[src/rtl/cpu_pkg.sv]
// Shared CPU datapath definitions: register-file geometry, PC step and the
// index/word types used across the register bank.
package cpu_pkg;

    localparam int REGISTER_SIZE       = 32;
    localparam int AMOUNT_OF_REGISTERS = 16;
    localparam int PC_INCREMENT        = 4;
    localparam int INDEX_WIDTH         = $clog2(AMOUNT_OF_REGISTERS);

    typedef logic [INDEX_WIDTH-1:0]   reg_idx_t;
    typedef logic [REGISTER_SIZE-1:0] word_t;

endpackage

[src/rtl/pc_register.sv]
// Program counter: a load takes priority over an increment, and the increment
// wraps modulo 2^RegisterSize without any overflow indication.
module pc_register
    import cpu_pkg::*;
#(
    parameter int RegisterSize = REGISTER_SIZE,
    parameter int PCIncrement  = PC_INCREMENT
) (
    input  logic                    clk,
    input  logic                    reset,
    input  logic                    pc_increment,
    input  logic                    pc_load,
    input  logic [RegisterSize-1:0] pc_load_value,
    output logic [RegisterSize-1:0] pc_value
);

    logic [RegisterSize-1:0] pc_q;
    logic [RegisterSize-1:0] pc_d;

    always_comb begin
        pc_d = pc_q;
        if (pc_load) begin
            pc_d = pc_load_value;
        end else if (pc_increment) begin
            pc_d = pc_q + RegisterSize'(PCIncrement);
        end
    end

    always_ff @(posedge clk or negedge reset) begin
        if (!reset) begin
            pc_q <= '0;
        end else begin
            pc_q <= pc_d;
        end
    end

    assign pc_value = pc_q;

endmodule

[src/rtl/register_bank.sv]
// General register file with one registered read port, a write port, a
// register-to-register MOV port, and the program counter.
module register_bank
    import cpu_pkg::*;
#(
    parameter int RegisterSize      = REGISTER_SIZE,
    parameter int AmountOfRegisters = AMOUNT_OF_REGISTERS,
    parameter int PCIncrement       = PC_INCREMENT
) (
    input  logic                    clk,
    input  logic                    reset,
    input  logic                    writeEnable,
    input  reg_idx_t                writeRegister,
    input  logic [RegisterSize-1:0] writeValue,
    input  logic                    movEnable,
    input  reg_idx_t                MOVRegisterOrigin,
    input  reg_idx_t                MOVRegisterDestiny,
    input  logic                    readEnable,
    input  reg_idx_t                readRegister,
    output logic [RegisterSize-1:0] readValue,
    output logic                    readValid,
    input  logic                    pcIncrement,
    input  logic                    pcLoad,
    input  logic [RegisterSize-1:0] pcLoadValue,
    output logic [RegisterSize-1:0] PC_Read
);

    // Read handshake: readEnable samples readRegister on an edge; readValid is
    // high for exactly the following cycle, while readValue carries that data.
    // readValue holds its last value whenever readValid is low.

    logic [RegisterSize-1:0] regs_q [AmountOfRegisters];
    logic [RegisterSize-1:0] regs_d [AmountOfRegisters];
    logic [RegisterSize-1:0] read_value_q;
    logic [RegisterSize-1:0] read_value_d;
    logic                    read_valid_q;
    logic                    read_valid_d;
    logic [RegisterSize-1:0] mov_value;
    logic                    mov_commit;

    always_comb begin
        regs_d       = regs_q;
        mov_value    = '0;
        read_value_d = read_value_q;
        read_valid_d = readEnable;

        // MOV always copies the pre-edge source; indices beyond the bank read as 0.
        for (int i = 0; i < AmountOfRegisters; i++) begin
            if (MOVRegisterOrigin == reg_idx_t'(i)) begin
                mov_value = regs_q[i];
            end
        end

        mov_commit = movEnable
                  && (MOVRegisterOrigin != MOVRegisterDestiny)
                  && !(writeEnable && (writeRegister == MOVRegisterDestiny));

        for (int i = 0; i < AmountOfRegisters; i++) begin
            if (writeEnable && (writeRegister == reg_idx_t'(i))) begin
                regs_d[i] = writeValue;
            end else if (mov_commit && (MOVRegisterDestiny == reg_idx_t'(i))) begin
                regs_d[i] = mov_value;
            end
        end

        // Reading from the next-state array gives write-first bypass for free.
        if (readEnable) begin
            read_value_d = '0;
            for (int i = 0; i < AmountOfRegisters; i++) begin
                if (readRegister == reg_idx_t'(i)) begin
                    read_value_d = regs_d[i];
                end
            end
        end
    end

    always_ff @(posedge clk or negedge reset) begin
        if (!reset) begin
            for (int i = 0; i < AmountOfRegisters; i++) begin
                regs_q[i] <= '0;
            end
            read_value_q <= '0;
            read_valid_q <= 1'b0;
        end else begin
            regs_q       <= regs_d;
            read_value_q <= read_value_d;
            read_valid_q <= read_valid_d;
        end
    end

    assign readValue = read_value_q;
    assign readValid = read_valid_q;

    pc_register #(
        .RegisterSize (RegisterSize),
        .PCIncrement  (PCIncrement)
    ) u_pc_register (
        .clk           (clk),
        .reset         (reset),
        .pc_increment  (pcIncrement),
        .pc_load       (pcLoad),
        .pc_load_value (pcLoadValue),
        .pc_value      (PC_Read)
    );

endmodule

[config.mk]
export PLATFORM = sky130hd
export DESIGN_NAME = register_bank
export DESIGN_NICKNAME = d
export VERILOG_FILES = /design/src/rtl/cpu_pkg.sv /design/src/rtl/pc_register.sv /design/src/rtl/register_bank.sv
export SDC_FILE = /design/constraint.sdc
export NUM_CORES = 2
export LEC_CHECK = 0
export CAP_MARGIN = 0
export CORE_UTILIZATION = 30
export CTS_BUF_LIST = sky130_fd_sc_hd__clkbuf_2
export CTS_CLUSTER_DIAMETER = 100
export DETAILED_ROUTE_END_ITERATION = 7
export HOLD_SLACK_MARGIN = 0.03
export SLEW_MARGIN = 10
export SYNTH_ARGS = -nofsm -noshare
export SYNTH_HDL_FRONTEND = slang
export SYNTH_SLANG_ARGS = --single-unit
export TNS_END_PERCENT = 30
[constraint.sdc]
create_clock -name clk -period 7.1 [get_ports clk]
set_clock_uncertainty 0.1 [all_clocks]
set_input_delay 2.13 -clock clk [delete_from_list [all_inputs] [get_ports clk]]
set_output_delay 2.13 -clock clk [all_outputs]
set_load 0.05 [all_outputs]
==> metrics.cfg <==
[setup_path]
path_cells = clkdlybuf4s50_1 > xor2_1 > or3_1 > buf_4 > o211ai_4 > nor2_1 > nor2_1 > nand2_1 > a211oi_1 > o211a_1 > o21ai_1 > a31oi_1
critPathMaxStageDelay_ps = 740
path_delay_family = compound AO/OA/AOI/OAI gates
critPathMaxFanout = 18
endpoint_kind = flop
critical_path_arrival_ps = 6840
worst_path_most_repeated_cell = nor2_1
crit_path_top_delay_cell = clkdlybuf4s50_1
crit_buf_inv = 2
worstSetupPathType = primary input to flop
start_kind = primary input
required_ps = 8540

[floorplan]
die_h_um = 360.6
core_area_sq_um = 127500
start_util_pct = 30.25
io-pin-count = 152
rows = 131
die_area_sq_um = 130000
die_w_um = 360.6

[yosys]
yosys_most_used_dff = dfrtp_1
ys_warn_count = 0
syn_inst = 4807
syn_area_per_cell_sq_um = 8.026
ys_types = 117
synth_seq_area_share_pct = 37.43
ys_ff_latch = 577
synth_edf_count = 0
syn_nets = 4895
synth_area_leaders = dfrtp_1 37%, nand2_1 7.9%, o21ai_0 6.6%
synth_top_area_share_pct = 37.43
yosys.area.top_type = dfrtp_1
syn_area_sq_um = 38580
async_flop_share_pct = 100.0

[final_layout]
finalNetCount = 5117
flow.area_growth_from_synthesis_pct = 15.81
drive_gt1_share_pct = 16.37
final_cell_mix = 810 x nand2_1, 577 x dfrtp_1, 509 x o21ai_0, 448 x nor2_1, 395 x a21oi_1
nFillCells = 13470
final_common_cell = nand2_1

[clock_network]
cts_setup_buffers = 0
clock-sinks = 577
cts_made_buffers = 165
root_buffer = clkbuf_2
clock_path_buffers = 3
cts_hold_buffers = 0
tritoncts = built
h-tree-depth = 4
clk_pin_slew_ps = 100
ctsResizeCount = 0
insertion_delay_ps = 1660

[sta]
period_share_pct = 76.16
fin_crit_ps = 5407
finalSetupTns_ps = 0
fmax_ghz = 0.1849
slew_viol_final = 0
tightest_slew_ps = 1245
fin_ws_ps = 1693
rsz0062_at_grt = false
slew_headroom_pct = 17.00
hold_viol_final = 0
finalSetupViolations = 0
holdWs_ps = 420.2

[route]
wire_per_inst_um = 32.57
postRouteAntennaNets = 0
viasPerCell = 6.490
routed_wirelength_mm = 222.5
firstDrtPassIters = 8
route.detailed.drc = 3
vias = 44330
drt_iter0_drc = 7203

[outcome]
outcome = finished, violations left
violations = design-rule violations

[global_routing]
grt.total_usage_pct = 33.17
grt.overflow.total = 0
grt_pass1_vias = 42154
grt_pass1_wl_mm = 311.6
grt_start_max_net_pins = 134
antenna_found_initial = 17

[power_and_ir_drop]
p_leak_nw = 18.26
ir_drop_mv = 0.1922
p_total_mw = 11.40
p_per_area_nw_per_um2 = 255.1

[min_path]
hp-class = flop to flop

[job]
drv_cap = 0

[placement]
gp_congestion = 1.074
place_ws_ps = 280.5
portBuffers = 151
dp_hpwl_mm = 161.8

layout make-up:
| class | instances | area, sq um | share of cell area (%) |
|---|---|---|---|
| clock buffer | 247 | 1236 | 2.767 |
| clock inverter | 48 | 289.0 | 0.6469 |
| antenna | 11 | 27.53 | 0.06161 |
| inverter | 28 | 105.1 | 0.2352 |
| multi-input combinational | 3725 | 21970 | 49.18 |
| tap | 1662 | 2079 | 4.654 |
| timing repair buffer | 532 | 4533 | 10.15 |
| sequential | 577 | 14440 | 32.31 |
logic make-up after synthesis:
family,count (synthesis),share of synthesized area [%]
AOI/OAI and AO/OA,1708,28.67
xor gates and xnor gates,38,0.8627
adders and majority gates,1,0.03243
buffers and inverters,505,6.146
DFF,577,37.43
muxes,217,6.856
and+or+nand+nor,1761,20.01
synth_stat cells, types with 47 or more instances:
cell type	count
a21o_1	47
a21oi_1	397
a221oi_1	74
a22oi_1	55
a31oi_1	80
and3_1	53
buf_2	118
clkbuf_1	257
dfrtp_1	577
mux2i_1	145
nand2_1	810
nand3_1	150
nor2_1	473
nor3_1	80
o211ai_1	87
o21ai_0	510
o22ai_1	60
final timing paths:
path / start / to / slack (ps) / depth (start not counted)
worst max register to register: regs_q[494]$_DFF_PN0_ / readValue[14]$_DFFE_PN0P_ / 2990 / 10
min in group asynchronous: reset / regs_q[251]$_DFF_PN0_ / 450 / 1
worst max-delay path: MOVRegisterDestiny[3] / readValue[7]$_DFFE_PN0P_ / 1690 / 12
worst min-delay path: u_pc_register.pc_value[1]$_DFFE_PN0P_ / u_pc_register.pc_value[1]$_DFFE_PN0P_ / 420 / 1
worst min register to register: u_pc_register.pc_value[1]$_DFFE_PN0P_ / u_pc_register.pc_value[1]$_DFFE_PN0P_ / 420 / 1
max in group asynchronous: reset / regs_q[395]$_DFF_PN0_ / 4990 / 2
power by group:
part	total [mW]	switching (mW)	internal [mW]
Sequential	4.91	0.768	4.14
Clock	2.76	1.71	1.04
Combinational	3.74	2.36	1.38
Total	11.4	4.84	6.56
state kept, by name (all words and copies together), names as in the netlist:
register and flops:
readValid 1, readValue 32, u_pc_register.pc_value 32, regs_q 512
through the flow:
| stage | util (%) | std cells | area (sq um) |
|---|---|---|---|
| after floorplan | - | 4807 | 38580 |
| after global placement | 33.82 | 6524 | 43130 |
| after detailed placement | 33.82 | 6524 | 43130 |
| after CTS | 35.02 | 6819 | 44650 |
| after global routing | 35.03 | 6827 | 44670 |
| final | 35.04 | 6830 | 44680 |
metal layers:
metal	wire [um]	global-route usage (%)	part of all wire, %	vias to the layer above
met4	18770	24.32	8.4	18
met1	80680	41.39	36	21539
met3	29360	9.607	13	963
li1	-	-	-	18068
met2	93540	48.54	42	3742
met5	124	0	0.056	-
Note: power is estimated with default switching activity, not from simulation.
